## src/rtl/control_unit.sv

```systemverilog
// Instruction sequencer for the 8-bit accumulator datapath: fetches 12-bit words,
// drives ALU code/immediate and register enables, and resolves carry jumps.
//
// state | meaning
// FETCH | latch pm_data into IR when run is high, else hold
// EXEC  | execute IR: ALU enables, jump resolution or HALT entry
// HALT  | absorbing stop; only Reset leaves it
module control_unit (
    input  logic        clk,
    input  logic        Reset,
    input  logic        run,
    input  logic [11:0] pm_data,
    input  logic        CY,
    output logic [7:0]  pm_addr,
    output logic [2:0]  ALUCode,
    output logic [7:0]  R,
    output logic        A_CE,
    output logic        CY_CE,
    output logic        halted
);

    typedef enum logic [1:0] {
        FETCH = 2'd0,
        EXEC  = 2'd1,
        HALT  = 2'd2
    } state_t;

    localparam logic [2:0] OP_JMP  = 3'b001;
    localparam logic [2:0] OP_JC   = 3'b010;
    localparam logic [2:0] OP_JNC  = 3'b011;
    localparam logic [2:0] OP_HALT = 3'b111;

    state_t      state, state_nxt;
    logic [7:0]  pc, pc_nxt;
    logic [11:0] ir, ir_nxt;
    logic [7:0]  pc_inc;
    logic        alu_exec;

    assign pc_inc = pc + 8'd1;

    always_ff @(posedge clk) begin
        if (Reset) begin
            state <= FETCH;
            pc    <= 8'h00;
            ir    <= 12'h000;
        end else begin
            state <= state_nxt;
            pc    <= pc_nxt;
            ir    <= ir_nxt;
        end
    end

    always_comb begin
        state_nxt = state;
        pc_nxt    = pc;
        ir_nxt    = ir;
        case (state)
            FETCH: begin
                if (run) begin
                    ir_nxt    = pm_data;
                    state_nxt = EXEC;
                end
            end
            EXEC: begin
                state_nxt = FETCH;
                pc_nxt    = pc_inc;
                if (ir[11]) begin
                    case (ir[10:8])
                        OP_JMP:  pc_nxt = ir[7:0];
                        OP_JC:   pc_nxt = CY ? ir[7:0] : pc_inc;
                        OP_JNC:  pc_nxt = CY ? pc_inc : ir[7:0];
                        OP_HALT: begin
                            pc_nxt    = pc;
                            state_nxt = HALT;
                        end
                        default: pc_nxt = pc_inc;
                    endcase
                end
            end
            HALT:    state_nxt = HALT;
            default: state_nxt = FETCH;
        endcase
    end

    // Reset masks the enables combinationally so a reset mid-EXEC writes nothing.
    assign alu_exec = (state == EXEC) & ~ir[11] & ~Reset;

    assign A_CE    = alu_exec;
    assign CY_CE   = alu_exec;
    assign pm_addr = pc;
    assign ALUCode = ir[10:8];
    assign R       = ir[7:0];
    assign halted  = (state == HALT);

endmodule

```

## config.mk

```make
export PLATFORM = sky130hd
export DESIGN_NAME = control_unit
export DESIGN_NICKNAME = d
export VERILOG_FILES = /design/src/rtl/control_unit.sv
export SDC_FILE = /design/constraint.sdc
export NUM_CORES = 1
export LEC_CHECK = 0
export CAP_MARGIN = 20
export CORE_ASPECT_RATIO = 0.6
export CORE_MARGIN = 2
export CORE_UTILIZATION = 48
export DETAILED_ROUTE_END_ITERATION = 10
export GPL_ROUTABILITY_DRIVEN = 0
export GPL_TIMING_DRIVEN = 0
export PLACE_DENSITY = 0.83
export RECOVER_POWER = 50
export SLEW_MARGIN = 20
export SYNTH_ARGS = -nofsm -noshare
export SYNTH_HDL_FRONTEND = slang
export SYNTH_SLANG_ARGS = --single-unit
```

## constraint.sdc

```tcl
create_clock -name clk -period 2.8 [get_ports clk]
set_input_delay 0.56 -clock clk [delete_from_list [all_inputs] [get_ports clk]]
set_output_delay 0.56 -clock clk [all_outputs]
set_load 0.1 [all_outputs]
```

After elaboration in Yosys (flattened, before gate mapping). Cells that the tools add are included.

$add $sub $neg: 1. Multipliers: 0. Div/mod/pow operators: 0. $lt $le $gt $ge: 0. Equality and inequality tests: 8. Shifts and indexed selects: 0. Mux-type cells: 8. Bitwise logic cells: 4. Reduce and logical (&&, ||, !) cells: 3.

Operators with widths (count): 8-bit case mux with 4 select lines (1); 8-bit 2-to-1 mux (3); 8-bit by 1-bit adder with 8-bit output, second input constant (1); 3-bit by 2-bit equality test with 1-bit output, second input constant (2); 2-bit 2-to-1 mux (3); 2-bit case mux with 3 select lines (1); 2-bit inequality test, second input constant (2); 2-bit AND reduction (2); 3-bit by 1-bit equality test with 1-bit output, second input constant (1); 3-bit equality test, second input constant (1); 1-bit AND (2); 2-bit by 1-bit equality test with 1-bit output, second input constant (1); 2-bit equality test, second input constant (1); 2-bit logical NOT (1); 1-bit inverter (2).

Register bits: 22. Bits in latches: 0. Bits in writable memories: 0. ROM bits: 0. Bits of input ports: 16. Output and inout bits: 22. Logic and storage cells: 27. Memories kept: 0.

Logic depth before layout (Yosys ltp).
Depth after elaboration: 4. Depth in mapped cells: 5. Mapped depth without buffers: 5.

Worst setup path before layout. OpenSTA, ideal clock, no wires.

Path type: input port to output port. From: in Reset. To: out CY_CE. Arrival: 3.352 ns. Data required time: 2.240 ns. Slack: -1.112 ns. Stages: 3. Buffers on the path: 2. Path through: buf_6 nor3_1 buf_4.

Cells in the longest elaborated chain, start to end: 2.

Ends and longest elaborated chain: start: declaration (RTL line 10) `input logic Reset,`; 1-bit inverter (RTL line 86) `assign alu_exec = (state == EXEC) & ~ir[11] & ~Reset;`; 1-bit AND (RTL line 86); end: declaration (RTL line 18) `output logic CY_CE,`.

No other way between the ends.

Worst setup path after layout. Ends and elaborated chain as after synthesis.

==> flow_summary.yaml <==
sta:
  final_max_slew_viol_count: 0
  max_freq_ghz: 0.3678
  fin_crit_ps: 2719
  holdWs_ps: 478.8
  setup_violations: 0
  layout_setup_ws_ps: 81.39
  final.setup.tns_ps: 0
  maxSlewHeadroom: 0.3428
  skew_ps: 6.794
  hold_viol: 0
  period_share: 0.9709
  worst_pin_slew_ps: 982.8
  rsz0062_at_grt: "no"
power:
  irDropWorstVdd_mv: 0.3132
  combPwrFrac: 0.261
  p_leak_nw: 0.6441
  sw_frac_of_total: 0.3300
  powerDensity_mw_per_mm2: 480.6
  clkPwrFrac: 0.298
  intPower_mw: 0.5193
  switchingPower_mw: 0.2558
  power_mw: 0.7750
  sequentialPowerShare: 0.441
detailed_routing:
  vias: 1128
  drt-total-wl_um: 2774
  drc: 0
  drt_first_pass_iters: 4
  wire_per_inst_um: 13.08
  ant_nets: 0
  avgViaCountPerCell: 5.321
  first_iter_violations: 106
run:
  drv_cap: 0
finish:
  final_cell_mix: "clkdlybuf4s50_1 (33), nand2_1 (26), dfxtp_1 (22)"
  antenna_cells: 0
  final_nets: 200
  fin_area_mm2: 0.001613
  fin_util: 0.7291
  area_growth_pct: 40.57
  fin_cells: 212
  drive_gt1_frac: 0.1374
  layout.cells.most_common: "clkdlybuf4s50_1"
floorplanning:
  row_count: 13
  die_height_um: 41.87
  die_area_mm2: 0.002810
  die_w_um: 67.12
  initial_core_util: 0.5187
  design.core.area_mm2: 0.002212
  pin_count: 38
synth:
  yosysTopAreaCell: "dfxtp_1"
  synth_top_area_frac: 0.3839
  synth_area_leaders: "dfxtp_1 (38%), nand2_1 (8.5%), a21oi_1 (8.3%), buf_4 (7.9%), mux2i_1 (6.1%)"
  synthArstFlopShare: 0
  yosys_register_bits: 22
  synth_ff_type: "dfxtp_1"
  netlist_area_mm2: 0.001147
  yosysSeqAreaShare: 0.3839
  syn_nets: 158
  ys_warn_count: 0
  avgSynthCellArea_um2: 8.137
  synth_cell_type_count: 32
  synth_edf_count: 0
  synthCells: 141
place:
  place_hpwl_um: 2106
  place_inst: 208
  dp_slack_ps: -483.5
  place_area_mm2: 0.001567
  io_buffers: 37
min_path:
  worstHoldPathType: "reg -> reg"
clocking:
  cts_max_path_buffers: 2
  clock_sinks: 22
  root_buffer: "clkbuf_8"
  holdBufCountCts: 0
  cts_tree: "done"
  path_clk_slew_ps: 80
  post_cts_buffers: 0
  cts-buffers-inserted: 3
  clk_latency_ps: 270
  postCtsResizedCells: 6
  htree_levels: 1
setup_path:
  cp.required_ps: 2240
  startpoint_type: "input pin"
  worstSetupPathType: "in -> out"
  worstPathMaxFanout: 10
  cp_data_arrival_time_ps: 2160
  worst_setup_path_end_kind: "output port"
global_routing:
  track_usage: 0.2206
  antenna_found_initial: 0
  grt_first_pass_wirelength_um: 4650
  grt_pass1_vias: 1002
  grt_max_degree: 13
  grt-ovfl-total: 0
run_status:
  status: "complete, no violations"
cells by family (layout without fill, tap and decap cells):
family	Yosys count	in the layout	synth area share
compound gates	30	30	0.1723
fa+ha+maj	1	1	0.01090
buf+inv	25	66	0.1352
flops	22	22	0.3839
mux	7	7	0.06107
simple gates	56	56	0.2367
metal layers:
layer	routed length (um)	GRT usage
met1	1347	0.3211
met2	1191	0.3188
met3	227	0.06504
met4	8	0.04898
met5	0	0
worst paths after layout:
check             cells after the start          to  slack [ps]  start
setup reg to reg                      5  pm_addr[3]         830  ir[8]
setup / recovery                      5       CY_CE          80  Reset
hold reg to reg                       2       ir[0]         480  ir[0]
hold / removal                        2       ir[0]         480  ir[0]
critical path, cell delays in order:
cell and delay (ps):
clkdlybuf4s50_1 540, buf_6 220, nor3_4 170, buf_4 120, clkdlybuf4s15_2 540
synth_stat cells (2+ instances only):
cell      instances
nor2_1            8
a21oi_1          19
buf_6             2
clkbuf_1          3
o32ai_1           6
and2b_1           2
buf_4            12
or3_1             2
and3_1            2
dfxtp_1          22
nand2_1          26
nor3_1            2
inv_1             7
mux2i_1           7
nand3_1           4
area by class of cell:
type                            instances  area [um^2]
Fill cell                             177        599.3
Multi-Input combinational cell         94        551.8
Sequential cell                        22        440.4
Timing Repair Buffer                   37        372.9
Buffer                                 18        128.9
Clock buffer                            4        55.05
Tap cell                               30        37.54
Inverter                                7        26.28
registers in the layout, summed over array words and instances (netlist names):
name	flops
ir	12
pm_addr	8
state	2
power by group through the flow:
stage,clock network (mW),logic (mW),registers [mW]
after floorplan,0,0.135,0.359
after global placement,0,0.203,0.347
after detailed placement,0,0.205,0.349
after CTS,0.234,0.206,0.341
after global routing,0.249,0.213,0.344
final,0.231,0.203,0.342
Note: power is estimated with default switching activity, not from simulation.
